<file path="src/rtl/hilo_muldiv_if.sv">
// Request/result bundle between the execute stage and the HI/LO multiply/divide unit.
interface hilo_muldiv_if #(
  parameter int unsigned WIDTH = 32
);
  logic             start;
  logic [2:0]       op;
  logic [WIDTH-1:0] a;
  logic [WIDTH-1:0] b;
  logic             flush;
  logic [WIDTH-1:0] hi;
  logic [WIDTH-1:0] lo;
  logic             busy;
  logic             done;
  logic             stall;

  // Control path side: issues operations, observes HI/LO and the stall.
  modport master (
    output start, op, a, b, flush,
    input  hi, lo, busy, done, stall
  );

  // Unit side.
  modport slave (
    input  start, op, a, b, flush,
    output hi, lo, busy, done, stall
  );
endinterface

</file>
<file path="src/rtl/hilo_muldiv_unit.sv">
// Multi-cycle multiply/divide engine owning the architectural HI/LO registers.
// Multiply is a fixed-latency single product; divide is a radix-2 restoring
// divider on operand magnitudes with signs fixed up on the final step.
module hilo_muldiv_unit #(
  parameter int unsigned WIDTH      = 32,
  parameter int unsigned MUL_CYCLES = 2,
  parameter bit          DIV0_KEEP  = 1'b1
) (
  input logic         clk,
  input logic         resetn,
  hilo_muldiv_if.slave bus
);

  localparam logic [2:0] OpMult  = 3'd1;
  localparam logic [2:0] OpMultu = 3'd2;
  localparam logic [2:0] OpDiv   = 3'd3;
  localparam logic [2:0] OpDivu  = 3'd4;
  localparam logic [2:0] OpMthi  = 3'd5;
  localparam logic [2:0] OpMtlo  = 3'd6;

  localparam int unsigned CntMax = (WIDTH > MUL_CYCLES) ? WIDTH : MUL_CYCLES;
  localparam int unsigned CntW   = $clog2(CntMax + 1);

  typedef enum logic [1:0] {StIdle, StMul, StDiv, StDone} state_e;

  state_e            state_q, state_d;
  logic [WIDTH-1:0]  hi_q, hi_d;
  logic [WIDTH-1:0]  lo_q, lo_d;
  logic [WIDTH-1:0]  opa_q, opa_d;
  logic [WIDTH-1:0]  opb_q, opb_d;
  logic [WIDTH-1:0]  quo_q, quo_d;
  logic [WIDTH-1:0]  rem_q, rem_d;
  logic              sgn_q, sgn_d;
  logic              div0_q, div0_d;
  logic [CntW-1:0]   cnt_q, cnt_d;

  logic              accept;
  logic              mdu_op;
  logic              in_sgn;
  logic [WIDTH-1:0]  a_mag_in;
  logic [2*WIDTH-1:0] ext_a, ext_b, prod;
  logic [WIDTH-1:0]  div_mag;
  logic [WIDTH:0]    div_shift, div_diff;
  logic [WIDTH-1:0]  quo_nx, rem_nx;
  logic              quo_neg, rem_neg;
  logic [WIDTH-1:0]  quo_res, rem_res;

  assign accept = bus.start && !bus.flush && (state_q == StIdle || state_q == StDone);
  assign mdu_op = (bus.op >= OpMult) && (bus.op <= OpDivu);
  assign in_sgn = (bus.op == OpMult) || (bus.op == OpDiv);

  // Datapath helpers: magnitudes, product and one restoring-divide step.
  always_comb begin
    a_mag_in  = (in_sgn && bus.a[WIDTH-1]) ? (~bus.a + 1'b1) : bus.a;
    ext_a     = {{WIDTH{sgn_q & opa_q[WIDTH-1]}}, opa_q};
    ext_b     = {{WIDTH{sgn_q & opb_q[WIDTH-1]}}, opb_q};
    prod      = ext_a * ext_b;
    div_mag   = (sgn_q && opb_q[WIDTH-1]) ? (~opb_q + 1'b1) : opb_q;
    div_shift = {rem_q, quo_q[WIDTH-1]};
    div_diff  = div_shift - {1'b0, div_mag};
    quo_nx    = {quo_q[WIDTH-2:0], ~div_diff[WIDTH]};
    rem_nx    = div_diff[WIDTH] ? div_shift[WIDTH-1:0] : div_diff[WIDTH-1:0];
    quo_neg   = sgn_q & (opa_q[WIDTH-1] ^ opb_q[WIDTH-1]);
    rem_neg   = sgn_q & opa_q[WIDTH-1];
    quo_res   = quo_neg ? (~quo_nx + 1'b1) : quo_nx;
    rem_res   = rem_neg ? (~rem_nx + 1'b1) : rem_nx;
  end

  // Next-state and HI/LO write decisions.
  always_comb begin
    state_d = state_q;
    hi_d    = hi_q;
    lo_d    = lo_q;
    opa_d   = opa_q;
    opb_d   = opb_q;
    quo_d   = quo_q;
    rem_d   = rem_q;
    sgn_d   = sgn_q;
    div0_d  = div0_q;
    cnt_d   = cnt_q;
    unique case (state_q)
      StIdle, StDone: begin
        state_d = StIdle;
        if (accept) begin
          case (bus.op)
            OpMult, OpMultu: begin
              opa_d   = bus.a;
              opb_d   = bus.b;
              sgn_d   = in_sgn;
              cnt_d   = '0;
              state_d = StMul;
            end
            OpDiv, OpDivu: begin
              opa_d   = bus.a;
              opb_d   = bus.b;
              sgn_d   = in_sgn;
              div0_d  = (bus.b == '0);
              quo_d   = a_mag_in;
              rem_d   = '0;
              cnt_d   = '0;
              state_d = StDiv;
            end
            OpMthi:  hi_d = bus.a;
            OpMtlo:  lo_d = bus.a;
            default: ;
          endcase
        end
      end
      StMul: begin
        if (bus.flush) begin
          state_d = StIdle;
        end else if (cnt_q == CntW'(MUL_CYCLES - 1)) begin
          {hi_d, lo_d} = prod;
          state_d      = StDone;
        end else begin
          cnt_d = cnt_q + 1'b1;
        end
      end
      StDiv: begin
        if (bus.flush) begin
          state_d = StIdle;
        end else if (div0_q) begin
          if (!DIV0_KEEP) begin
            hi_d = opa_q;
            lo_d = '1;
          end
          state_d = StDone;
        end else begin
          quo_d = quo_nx;
          rem_d = rem_nx;
          if (cnt_q == CntW'(WIDTH - 1)) begin
            lo_d    = quo_res;
            hi_d    = rem_res;
            state_d = StDone;
          end else begin
            cnt_d = cnt_q + 1'b1;
          end
        end
      end
      default: state_d = StIdle;
    endcase
  end

  // State registers with synchronous active-low reset.
  always_ff @(posedge clk) begin
    if (!resetn) begin
      state_q <= StIdle;
      hi_q    <= '0;
      lo_q    <= '0;
      opa_q   <= '0;
      opb_q   <= '0;
      quo_q   <= '0;
      rem_q   <= '0;
      sgn_q   <= 1'b0;
      div0_q  <= 1'b0;
      cnt_q   <= '0;
    end else begin
      state_q <= state_d;
      hi_q    <= hi_d;
      lo_q    <= lo_d;
      opa_q   <= opa_d;
      opb_q   <= opb_d;
      quo_q   <= quo_d;
      rem_q   <= rem_d;
      sgn_q   <= sgn_d;
      div0_q  <= div0_d;
      cnt_q   <= cnt_d;
    end
  end

  assign bus.hi    = hi_q;
  assign bus.lo    = lo_q;
  assign bus.busy  = (state_q == StMul) || (state_q == StDiv);
  assign bus.done  = (state_q == StDone);
  assign bus.stall = bus.busy || (accept && mdu_op);

endmodule

</file>
<file path="src/flat_wrapper.sv">
// flat-port wrapper written by rule: the top's interface ports become plain ports
module hilo_muldiv_unit_flat 
#(
  parameter int unsigned WIDTH      = 32,
  parameter int unsigned MUL_CYCLES = 2,
  parameter bit          DIV0_KEEP  = 1'b1
)
  (clk, resetn, bus_start, bus_op, bus_a, bus_b, bus_flush, bus_hi, bus_lo, bus_busy, bus_done, bus_stall);
  hilo_muldiv_if #(.WIDTH(WIDTH)) bus_i ();
  input logic clk;
  input logic resetn;
  input wire logic [$bits(bus_i.start)-1:0] bus_start;
  input wire logic [$bits(bus_i.op)-1:0] bus_op;
  input wire logic [$bits(bus_i.a)-1:0] bus_a;
  input wire logic [$bits(bus_i.b)-1:0] bus_b;
  input wire logic [$bits(bus_i.flush)-1:0] bus_flush;
  output wire logic [$bits(bus_i.hi)-1:0] bus_hi;
  output wire logic [$bits(bus_i.lo)-1:0] bus_lo;
  output wire logic [$bits(bus_i.busy)-1:0] bus_busy;
  output wire logic [$bits(bus_i.done)-1:0] bus_done;
  output wire logic [$bits(bus_i.stall)-1:0] bus_stall;
  assign bus_i.start = bus_start;
  assign bus_i.op = bus_op;
  assign bus_i.a = bus_a;
  assign bus_i.b = bus_b;
  assign bus_i.flush = bus_flush;
  assign bus_hi = bus_i.hi;
  assign bus_lo = bus_i.lo;
  assign bus_busy = bus_i.busy;
  assign bus_done = bus_i.done;
  assign bus_stall = bus_i.stall;
  hilo_muldiv_unit #(.WIDTH(WIDTH), .MUL_CYCLES(MUL_CYCLES), .DIV0_KEEP(DIV0_KEEP)) u_core (.clk(clk), .resetn(resetn), .bus(bus_i));
endmodule
</file>
<file path="config.mk">
export PLATFORM = sky130hd
export DESIGN_NAME = hilo_muldiv_unit_flat
export DESIGN_NICKNAME = d
export VERILOG_FILES = /design/src/rtl/hilo_muldiv_if.sv /design/src/rtl/hilo_muldiv_unit.sv /design/src/flat_wrapper.sv
export SDC_FILE = /design/constraint.sdc
export NUM_CORES = 2
export LEC_CHECK = 0
export BUFFER_PORTS_ARGS = -buffer_cell sky130_fd_sc_hd__buf_4
export CORE_MARGIN = 2
export CORE_UTILIZATION = 54
export DETAILED_ROUTE_END_ITERATION = 10
export PLACE_DENSITY = 0.7
export SYNTH_ARGS = -nofsm -noshare
export SYNTH_HDL_FRONTEND = slang
export SYNTH_SLANG_ARGS = --single-unit
</file>
<file path="constraint.sdc">
create_clock -name clk -period 11.16 [get_ports clk]
set_input_delay 1.674 -clock clk [delete_from_list [all_inputs] [get_ports clk]]
set_output_delay 1.674 -clock clk [all_outputs]
set_load 0.01 [all_outputs]
</file>
### Yosys cells after proc, flatten, opt, wreduce, memory -nomap -nowiden

Cells that the tools add are included.
W data, S select, Z words.

* flip-flop bits (word level): 202
* bits of input ports: 71
* word-level logic and storage cells: 125
* output and inout port bits: 67

* reduce and logical (&&, ||, !) cells: 25
* multiply operators: 1
* mux-type cells: 47
* equality and inequality tests: 25
* $add $sub $neg: 6
* order comparisons: 2
* bitwise operators: 9

Operators with widths (number)
* $mux W32: 27
* $pmux W32 S3: 2
* $add A32 B1 Y32 const B: 4
* $not A32 Y32: 4
* $pmux W32 S2: 2
* $mul A33 B33 Y64: 1
* $mux W6: 7
* $sub A33 B32 Y33: 1
* $logic_not A32 Y1: 1
* $reduce_and A7 Y1: 3
* $ne A2 B2 Y1 const B: 9
* $pmux W6 S3: 1
* $mux W2: 6
* $eq A3 B3 Y1 const B: 3
* $add A6 B1 Y6 const B: 1
* $eq A3 B2 Y1 const B: 2
* $eq A6 B1 Y1 const B: 1
* $eq A6 B5 Y1 const B: 1
* $logic_and A1 B1 Y1: 6
* $ne A2 B1 Y1 const B: 3
* $pmux W2 S3: 1
* $reduce_and A3 Y1: 2
* $reduce_or A2 Y1: 3
* $reduce_and A5 Y1: 1
* 17 further kinds: 23

### Depth between registers and ports, before layout

* depth in word-level cells: 12
* depth in mapped cells: 33
* gate-level depth less buffers: 30

### Worst setup path before layout

OpenSTA, ideal clock, no wires.

* kind: register to register
* from: register u_core.opa_q[31]
* to: register u_core.hi_q[21] (netlist: u_core.bus.hi[21])
* slack: 2.548 ns
* library setup time: 0.116 ns
* arrival: 8.496 ns
* period minus slack after synthesis: 8.612 ns
* cell stages (with the launch flop): 32
* path buffers: 4
* required time: 11.044 ns
* path through: dfxtp_1 > and2_1 > clkbuf_1 > clkbuf_1 > buf_1 > nand2_1 > inv_1 > fa_1 > fa_1 > fa_1 > inv_1 > fa_1 > inv_1 > fa_1 > fa_1 > fa_1 > inv_1 > fa_1 > inv_1 > ha_1 > clkbuf_1 > nand2_1 > nor3_1 > nand2_1 > nor2_1 > o211ai_1 > o2111ai_1 > or3b_2 > xnor2_1 > a21oi_1 > o31ai_1 > a31o_2

* word-level cells in the longest chain between the ends: 6
* elaborated cells between the ends (all ways): 9
* those cells by class: mul: 1; mux: 7; bitwise: 1

RTL lines
* start: declaration: RTL line hilo_muldiv_unit.sv:29 `logic [WIDTH-1:0] opa_q, opa_d;`
* start signal: assignment: RTL line hilo_muldiv_unit.sv:161 `opa_q <= opa_d;`
* parallel branches: the longest is 5 deep, another holds $mul A33 B33 Y64
* $pmux W32 S3 (*): RTL line hilo_muldiv_unit.sv:81 `unique case (state_q)`
* end signal: assignment: RTL line hilo_muldiv_unit.sv:159 `hi_q <= hi_d;`
* end: declaration: RTL line hilo_muldiv_unit.sv:27 `logic [WIDTH-1:0] hi_q, hi_d;`

Mark *: on every way between the ends. The select of a mux whose other input is x is not followed.
A chain may end at the register's enable or synchronous reset.

### Final worst setup path

* from: register u_core.opa_q[31]
* to: register u_core.hi_q[17] (netlist: u_core.bus.hi[17])

The elaborated chain is that of the path after synthesis.

==> metrics.txt <==
status finished, final reports clean; Seq cells post-synth between 200 and 250; post-CTS sizing 0; floorplan row count 114; clock-pin slew on the worst setup and hold paths ~70 ps; critical path class flop to flop; hold_ws about 450 ps; Starting Density 0.545; via count of the first global-routing pass ~45k; PortBufs approximately 140; Area after DPL 54,500 um^2; CTS max path bufs 3; CP Data Required Time about 12,000 ps; Post-DP HPWL 132,000 um; htree depth 1; initial antenna violation count 5; GRT overflow 0; Crit path buffers/inverters 5; GR met1 Demand/Resource 0.464; Mapped Nets 7,688; layout cells sized above 1 0.0567; Sink Count between 200 and 250; actual slew at the worst max-slew pin around 1300 ps; TritonCTS Buffers 23; Final WS setup 1440 ps; Worst Skew approximately 15 ps; synthesized area ~53,000 um^2; Root Buffer clkbuf_16; pwr dens between 50 and 60 nW/um^2; Final #Nets approximately 7.5k; vias per cell between 5 and 6; fmax 103 MHz; first-pass GRT wire length 260,000 um; commonest cells after routing, fill and taps aside inv_1, fa_1, nand2_1; most common cell after layout, fill and taps aside inv_1; final setup TNS 0 ps; pre-CTS WS 1630 ps; RSZ-0062 raised after global routing no; global-route track usage on met2 0.539; gr usage total 0.340; Yosys cell types 94; Hold Path Class flop to flop; hold_buf cts 0; Syn Inst Count 6,237; Die ar. approximately 100,000 um^2; Worst-Skew Late Latency around 600 ps; Slew Viols, Final 0; gpl congestion just under 1; Worst VDD drop between 150 and 200 uV; TritonCTS clock tree yes; Critical Path Fanout Max 50; sequential share of the synthesized area 0.0769; Detail Route Antenna Nets 0; syn_area_per_cell 8.43 um^2; Async S/R FF share, synth 0; largest net degree at the start of global routing 74; CP arrival ~10,000 ps; Layout area overhead 5.08%; Filler cells 8,786; starting DRC count in detailed routing around 4.2k; endpoint class of the critical path flop; design area roughly 55,000 um^2; drt drc 0; # Post-CTS Setup Buffers 0; Pleak around 26 nW; EDFF count, synth 0; # Max-Cap Violations 0; WL final 165,000 um; Critical Path Source Type flop; Slew HR 0.120; drt wl/cell between 20 and 25 um; die height 316 um; min Tclk post-route slightly below 10,000 ps; synthesis warning total 0; Main synth FF type dfxtp_1; Pre-antenna DRT Iters 8; core area between 90,000 and 100,000 um^2; Worst path most repeated cell fa_1; busiest grt layer met2; Final Hold Vio Count 0; slowest stage delay, CP 980 ps; Ports between 100 and 150; Top delay family on crit path adder cells; final core occ 0.572; slowest CP cell a211oi_1; crit share post-route 0.871; Die W about 320 um; final setup vio count 0; met3 Usage GRT 0.0721; via count ~43k
-- synthesized netlist by cell type (36+ instances only) --
master    instances  share of area
and2_1          366          0.044
xnor2_1         129          0.021
a21o_1           51         0.0073
a21oi_1         276          0.026
inv_1          1157          0.083
a31oi_1          39         0.0046
ha_1            254          0.060
and3_1           40         0.0048
buf_1            36         0.0026
nor3_1           58         0.0055
nand3_1          63         0.0060
clkbuf_1        343          0.024
nand2_1        1059          0.076
xor2_1           71          0.012
fa_1           1126           0.43
dfxtp_1         202          0.077
nor2_1          234          0.017
o21ai_0         148          0.014
-- state kept, by name (all words and copies together) (netlist names) --
signal / cells
u_core.opb_q: 32
u_core.cnt_q: 6
u_core.bus.hi: 32
u_core.state_q: 2
u_core.opa_q: 32
u_core.bus.lo: 32
u_core.rem_q: 32
u_core.sgn_q: 1
u_core.quo_q: 32
u_core.div0_q: 1
-- path summary, 6_finish.rpt --
path	startpoint	to	slack, ps	depth (start not counted)
worst max register to register	u_core.opa_q[31]	u_core.bus.hi[17]	1440	25
worst min register to register	u_core.opa_q[17]	u_core.opa_q[17]	450	2
worst min-delay path	u_core.opa_q[17]	u_core.opa_q[17]	450	2
worst max-delay path	u_core.opa_q[31]	u_core.bus.hi[17]	1440	25
-- cells by family (layout without fill, tap and decap cells) --
family	after synthesis	count (layout)	share of synthesized area
and+or+nand+nor	2028	2028	0.180
muxes	26	26	0.00514
other	0	1	0
AOI/OAI and AO/OA	838	838	0.103
xor gates and xnor gates	200	200	0.0333
adders and majority gates	1380	1380	0.489
DFF	202	202	0.0769
buffers and inverters	1563	1441	0.113
-- report_power, final --
part,internal [W],switching (W),leakage [nW]
clock network,0.000444,0.000383,0.365
registers,0.000762,0.0000718,1.64
logic,0.000423,0.000897,24.3
total,0.00163,0.00135,26.3
-- area by class of cell --
type                    count  area [um^2]  share of cell area
flip-flops and latches    202         4050              0.0732
inverters                1160         4360              0.0788
diodes                      1         2.50           0.0000453
clock inverters             7         91.3             0.00165
multi-input cells        4472        42700               0.772
clock buffers              35          671              0.0121
well taps                1276         1600              0.0289
repair buffers            239         1820              0.0329
-- per-stage QoR --
step	total power, W	std cells
after global placement	0.00212	7349
final	0.00298	7392
after global routing	0.00309	7391
after floorplan	0.00165	6237
after detailed placement	0.00212	7349
after CTS	0.00294	7391
-- worst min-delay path: cells and delay by family (launching register included) --
| kind | cells | cell delay [ps] |
|---|---|---|
| compound gates | 1 | 50 |
| flops | 1 | 310 |
| simple gates | 1 | 50 |
-- layer usage --
metal	wire [um]	vias to the layer above
met5	16	-
met4	6640	2
met3	16500	372
met2	75900	2070
met1	65600	22200
li1	-	18900
(Power assumes the default switching activity.)
